===== src/rtl/mandelbrot_pkg.sv =====
// Shared frame geometry, result width and line-scheduler state encoding
// for the Mandelbrot renderer.
package mandelbrot_pkg;

  localparam int X_SIZE  = 640;
  localparam int Y_SIZE  = 480;
  localparam int DEPTH_W = 10;
  localparam int X_W     = 10;
  localparam int Y_W     = 9;

  typedef enum logic [1:0] {
    ST_IDLE     = 2'd0,
    ST_DISPATCH = 2'd1,
    ST_DRAIN    = 2'd2,
    ST_DONE     = 2'd3
  } sched_state_e;

endpackage


===== src/rtl/rr_arbiter.sv =====
// Round-robin arbiter: one-hot grant, with the search starting one slot past
// the most recently granted requester.
module rr_arbiter #(
  parameter int N     = 4,
  parameter int IDX_W = (N > 1) ? $clog2(N) : 1
) (
  input  logic         clk_i,
  input  logic         rst_ni,
  input  logic [N-1:0] req_i,
  output logic [N-1:0] grant_o,
  output logic         grant_valid_o
);

  logic [IDX_W-1:0] ptr_q, ptr_d;
  logic [IDX_W-1:0] sel;
  logic [IDX_W-1:0] grant_idx;

  always_comb begin
    grant_o       = '0;
    grant_valid_o = 1'b0;
    grant_idx     = '0;
    sel           = '0;
    for (int i = 0; i < N; i++) begin
      sel = IDX_W'((int'(ptr_q) + i) % N);
      if (!grant_valid_o && req_i[sel]) begin
        grant_valid_o  = 1'b1;
        grant_o[sel]   = 1'b1;
        grant_idx      = sel;
      end
    end
  end

  always_comb begin
    ptr_d = ptr_q;
    if (grant_valid_o) begin
      ptr_d = (int'(grant_idx) == N - 1) ? '0 : grant_idx + 1'b1;
    end
  end

  always_ff @(posedge clk_i or negedge rst_ni) begin
    if (!rst_ni) begin
      ptr_q <= '0;
    end else begin
      ptr_q <= ptr_d;
    end
  end

endmodule


===== src/rtl/engine_scheduler.sv =====
// Hands out the pixels of one line to a pool of Mandelbrot engines and
// collects their escape depths into the line buffer.
//
//   state    | meaning
//   IDLE     | waiting for line_start
//   DISPATCH | issuing pixels to free engines, collecting results
//   DRAIN    | every pixel issued, collecting the remaining results
//   DONE     | one-cycle line_done, advance y_out
module engine_scheduler #(
  parameter int NUM_ENGINES = 4,
  parameter int X_SIZE      = mandelbrot_pkg::X_SIZE,
  parameter int Y_SIZE      = mandelbrot_pkg::Y_SIZE,
  parameter int DEPTH_W     = mandelbrot_pkg::DEPTH_W
) (
  input  logic                           out_stream_aclk,
  input  logic                           periph_resetn,
  input  logic                           line_start,
  output logic                           line_busy,
  output logic                           line_done,
  output logic [8:0]                     y_out,
  output logic [NUM_ENGINES-1:0]         eng_start,
  output logic [NUM_ENGINES*10-1:0]      eng_x,
  input  logic [NUM_ENGINES-1:0]         eng_done,
  input  logic [NUM_ENGINES*DEPTH_W-1:0] eng_depth,
  output logic [NUM_ENGINES-1:0]         eng_ack,
  output logic                           wr_en,
  output logic [9:0]                     wr_addr,
  output logic [DEPTH_W-1:0]             wr_data
);
  import mandelbrot_pkg::*;

  sched_state_e                       state_q, state_d;
  logic [NUM_ENGINES-1:0]             busy_q, busy_d;
  logic [NUM_ENGINES-1:0][X_W-1:0]    slot_x_q, slot_x_d;
  logic [X_W-1:0]                     next_x_q, next_x_d;
  logic [X_W-1:0]                     wr_count_q, wr_count_d;
  logic [Y_W-1:0]                     y_q, y_d;
  logic [NUM_ENGINES-1:0]             req, grant;
  logic                               grant_valid;
  logic                               collect;
  logic                               start_found;

  // A result only counts while its slot is actually outstanding.
  assign collect = (state_q == ST_DISPATCH) || (state_q == ST_DRAIN);
  assign req     = eng_done & busy_q & {NUM_ENGINES{collect}};

  rr_arbiter #(.N(NUM_ENGINES)) u_rr (
    .clk_i         (out_stream_aclk),
    .rst_ni        (periph_resetn),
    .req_i         (req),
    .grant_o       (grant),
    .grant_valid_o (grant_valid)
  );

  always_comb begin
    state_d     = state_q;
    busy_d      = busy_q;
    slot_x_d    = slot_x_q;
    next_x_d    = next_x_q;
    wr_count_d  = wr_count_q;
    y_d         = y_q;
    eng_start   = '0;
    eng_ack     = grant;
    wr_en       = grant_valid;
    wr_addr     = '0;
    wr_data     = '0;
    line_done   = 1'b0;
    line_busy   = 1'b0;
    start_found = 1'b0;

    for (int i = 0; i < NUM_ENGINES; i++) begin
      if (grant[i]) begin
        wr_addr = slot_x_q[i];
        wr_data = eng_depth[i*DEPTH_W +: DEPTH_W];
      end
    end
    if (grant_valid) begin
      busy_d     = busy_q & ~grant;
      wr_count_d = wr_count_q + 1'b1;
    end

    case (state_q)
      ST_IDLE: begin
        if (line_start) begin
          next_x_d   = '0;
          wr_count_d = '0;
          state_d    = ST_DISPATCH;
        end
      end
      ST_DISPATCH: begin
        line_busy = 1'b1;
        // Dispatch looks at registered busy, so a slot acked this cycle waits.
        for (int i = 0; i < NUM_ENGINES; i++) begin
          if (!start_found && !busy_q[i]) begin
            start_found  = 1'b1;
            eng_start[i] = 1'b1;
            slot_x_d[i]  = next_x_q;
            busy_d[i]    = 1'b1;
          end
        end
        if (start_found) begin
          next_x_d = next_x_q + 1'b1;
          if (next_x_q == X_W'(X_SIZE - 1)) begin
            state_d = ST_DRAIN;
          end
        end
      end
      ST_DRAIN: begin
        line_busy = 1'b1;
        if (grant_valid && wr_count_q == X_W'(X_SIZE - 1)) begin
          state_d = ST_DONE;
        end
      end
      ST_DONE: begin
        line_done = 1'b1;
        y_d       = (y_q == Y_W'(Y_SIZE - 1)) ? '0 : y_q + 1'b1;
        state_d   = ST_IDLE;
      end
      default: state_d = ST_IDLE;
    endcase
  end

  assign eng_x = slot_x_d;
  assign y_out = y_q;

  always_ff @(posedge out_stream_aclk or negedge periph_resetn) begin
    if (!periph_resetn) begin
      state_q    <= ST_IDLE;
      busy_q     <= '0;
      slot_x_q   <= '0;
      next_x_q   <= '0;
      wr_count_q <= '0;
      y_q        <= '0;
    end else begin
      state_q    <= state_d;
      busy_q     <= busy_d;
      slot_x_q   <= slot_x_d;
      next_x_q   <= next_x_d;
      wr_count_q <= wr_count_d;
      y_q        <= y_d;
    end
  end

endmodule

===== config.mk =====
export PLATFORM = sky130hd
export DESIGN_NAME = engine_scheduler
export DESIGN_NICKNAME = d
export VERILOG_FILES = /design/src/rtl/mandelbrot_pkg.sv /design/src/rtl/rr_arbiter.sv /design/src/rtl/engine_scheduler.sv
export SDC_FILE = /design/constraint.sdc
export NUM_CORES = 1
export LEC_CHECK = 0
export ABC_AREA = 1
export BUFFER_PORTS_ARGS = -buffer_cell sky130_fd_sc_hd__buf_2
export CORE_UTILIZATION = 53
export CTS_CLUSTER_DIAMETER = 40
export DETAILED_ROUTE_END_ITERATION = 10
export GPL_TIMING_DRIVEN = 1
export PLACE_DENSITY = 0.79
export SYNTH_ARGS = -nofsm -noshare
export SYNTH_HDL_FRONTEND = slang
export SYNTH_HIERARCHICAL = 1
export SYNTH_SLANG_ARGS = --single-unit

===== constraint.sdc =====
create_clock -name out_stream_aclk -period 2.8 [get_ports out_stream_aclk]
set_input_delay 0 -clock out_stream_aclk [delete_from_list [all_inputs] [get_ports out_stream_aclk]]
set_output_delay 0 -clock out_stream_aclk [all_outputs]
set_load 0.1 [all_outputs]

==> impl_metrics.ini <==
[setup_path]
path_cells = inv_2, ha_4, inv_8, nor2_4, inv_1, nand2_1, nand3_2, nand2_4, inv_8, nand3_2, o21ai_2, a21oi_2, o21ai_4, nor2_4, buf_6, nand2_2, nand2_2, o21ai_2, o21ai_4, buf_12
cp_top_family = simple AND/OR/NAND/NOR gates
cp.arrival_ps = 3060
r2r_slack_ps = 330
rr_endpoint = busy_q[2]$_DFF_PN0_
r2r_cells = 17
criticalPathCategory = reg2out
critPathMaxFanout = 7
end_kind = output pin
crit_slowest_cell = dfrtp_1
slowest_delay_ps = 380
crit_required_ps = 2800
crit_path_start_kind = flip-flop
timing.rr.start = state_q[0]$_DFFE_PN0P_
critPathBufInv = 6

[synth]
postSynth.asyncResetShare_pct = 100
ys_seq_area_share_pct = 41.3
synth-edff-count = 0
yosysWarnings = 6
syn_area_per_cell_sq_um = 7.39
syn_inst = 632
yosys.cell_types.count = 40
synth_area_leaders = dfrtp_1 (41%), nand2_1 (15%), o21ai_0 (9.2%)
synth_top_area_share_pct = 41.3
syn_area_sq_um = 4670
synth_flop_cell = dfrtp_1
ys_ff_latch = 77
synth_area_leader_cell = dfrtp_1
syn-num-nets = 691

[timing]
max-slew-margin-rel_pct = 34.8
setup_viol = 20
worst_slew_pin_slew_ps = 977
drv_slew = 0
finalCriticalPeriod_ps = 3060
max_freq_mhz = 326
rsz0062_at_grt = true
skew_ps = 12.4
finalCritPeriodShare_pct = 109
timing.final.ws_setup_ps = -264
holdWs_ps = 115
hold_viol = 0

[place]
dpl-instance-area_sq_um = 6580
place_hpwl_mm = 10.3
gp_congestion = 0.879
portBuffers = 126

[final_layout]
antennaDiodeCount = 0
layout.nets = 841
layout_commonest_cell = nand2_1
areaGrowthSynthToFinish_pct = 53.0
final_cell_mix = nand2_1 (146), buf_2 (90), dfrtp_1 (77)
final_cell_area_sq_um = 7140
drive_gt1_share_pct = 45.0

[status]
status = complete, but fails checks
violations = setup timing

[drt]
drt_wl_total_mm = 15.3
top_layer = met4
drtAntennaViolNets = 0
wl_met3_mm = 1.20
drt-pass1-iter-count = 6
initialDrtViolationCount = 351
vias = 5119
met2WireLength_mm = 7.61
drt-wirelength-per-cell_um = 17.2
drc = 0
via_per_inst = 5.74
wl_met1_mm = 5.97

[floorplan]
ios = 127
coreArea_sq_um = 8380
initial_core_util_pct = 55.7
dieHeight_um = 95.9
dieWidth_um = 95.9
rows = 33
dieArea_sq_um = 9190

[clock_tree]
clk_pin_slew_worst_paths_ps = 80
cts_buffers = 9
htree_levels = 3
cts_sinks = 77
clk_latency_ps = 360
cts_root_buffer = clkbuf_8
clock_tree.buffer_depth = 2
cts_tree = built

[hold_path]
hp-class = in2reg
whs_path_depth = 4
worstHoldStart = line_start
holdPathEnd = wr_count_q[9]$_DFF_PN0_

[global_routing]
grt_pass1_vias = 4782
grt_overflow_total = 0
antenna_found_initial = 0
grt_usage_pct = 32.3
grt_max_degree = 78
grt_first_pass_wirelength_mm = 22.5

[run]
maxCapViolCount = 0
==> what timing repair did <==
item	CTS	global route
pin swaps	32	10
endpoints found under the hold margin	77	0
hold buffers	1	0
setup buffers	12	3
gates resized for setup	59	25
cloned	2	1
setup endpoints to repair	20	42
==> worst min-delay path: cells and delay by family <==
| family | cells | cell delay [ps] |
|---|---|---|
| simple gates | 3 | 310 |
| buf+inv | 1 | 120 |
==> synth_stat cells (2+ instances only) <==
master,count
a21oi_1,37
buf_2,3
buf_6,2
clkbuf_1,14
dfrtp_1,77
ha_1,12
inv_1,57
inv_2,5
nand2_1,191
nand2_2,8
nand2_4,7
nand3_1,33
nand3_2,5
nand4_1,7
nor2_1,39
nor2_2,3
nor3_1,8
o21ai_0,86
o21ai_1,4
o21ai_2,10
o22ai_1,2
or2_2,2
xnor2_1,2
xor2_1,2
==> final cells by class <==
type | instances | area (sq um)
inverter | 65 | 272
fill | 479 | 1240
timing repair inverter | 1 | 7.51
clock buffer | 12 | 155
sequential | 77 | 1930
clock inverter | 4 | 22.5
tap | 105 | 131
timing repair buffer | 159 | 1440
multi-input combinational | 469 | 3190
==> worst max-delay path by stage <==
stage                                      start                endpoint  slack (ps)  cells after the start
after floorplan           state_q[1]$_DFFE_PN0P_  slot_x_q[20]$_DFF_PN0_        -770                      6
after global placement    state_q[0]$_DFFE_PN0P_              wr_data[9]         190                     20
after detailed placement  state_q[0]$_DFFE_PN0P_              wr_data[9]          20                     20
after CTS                 state_q[1]$_DFFE_PN0P_              wr_addr[2]        -110                     20
after global routing      state_q[0]$_DFFE_PN0P_              wr_addr[8]        -350                     20
final                     state_q[0]$_DFFE_PN0P_              wr_addr[8]        -260                     20
==> registers in the layout, indices dropped and copies added (netlist names) <==
register / cells
slot_x_q: 40
busy_q: 4
u_rr/ptr_q: 2
state_q: 2
next_x_q: 10
wr_count_q: 10
y_out: 9
==> metrics by stage <==
step / worst slack [ps] / util (%) / std cells / TNS [ps]
after CTS: -108 / 83.9 / 888 / -2060
after floorplan: -766 / - / 632 / -16850
final: -264 / 85.2 / 892 / -4200
after detailed placement: 24.4 / 78.5 / 857 / 0
after global routing: -353 / 85.2 / 892 / -6230
after global placement: 193 / 78.5 / 857 / 0
==> kinds of logic after synthesis <==
| logic type | share of synthesized area [%] |
|---|---|
| buffers and inverters | 7.82 |
| and+or+nand+nor | 30.6 |
| adders and majority gates | 3.21 |
| AOI/OAI and AO/OA | 16.4 |
| xor gates and xnor gates | 0.750 |
| DFF | 41.3 |
==> layer usage <==
metal / global-route usage (%) / up-vias
met4: 12.4 / 0
met2: 56.0 / 258
li1: - / 2360
met3: 6.32 / 53
met1: 39.7 / 2448
met5: 0 / -
Power is not shown: default switching activity piles up to over one toggle a cycle in this logic, so the estimate is an artifact.
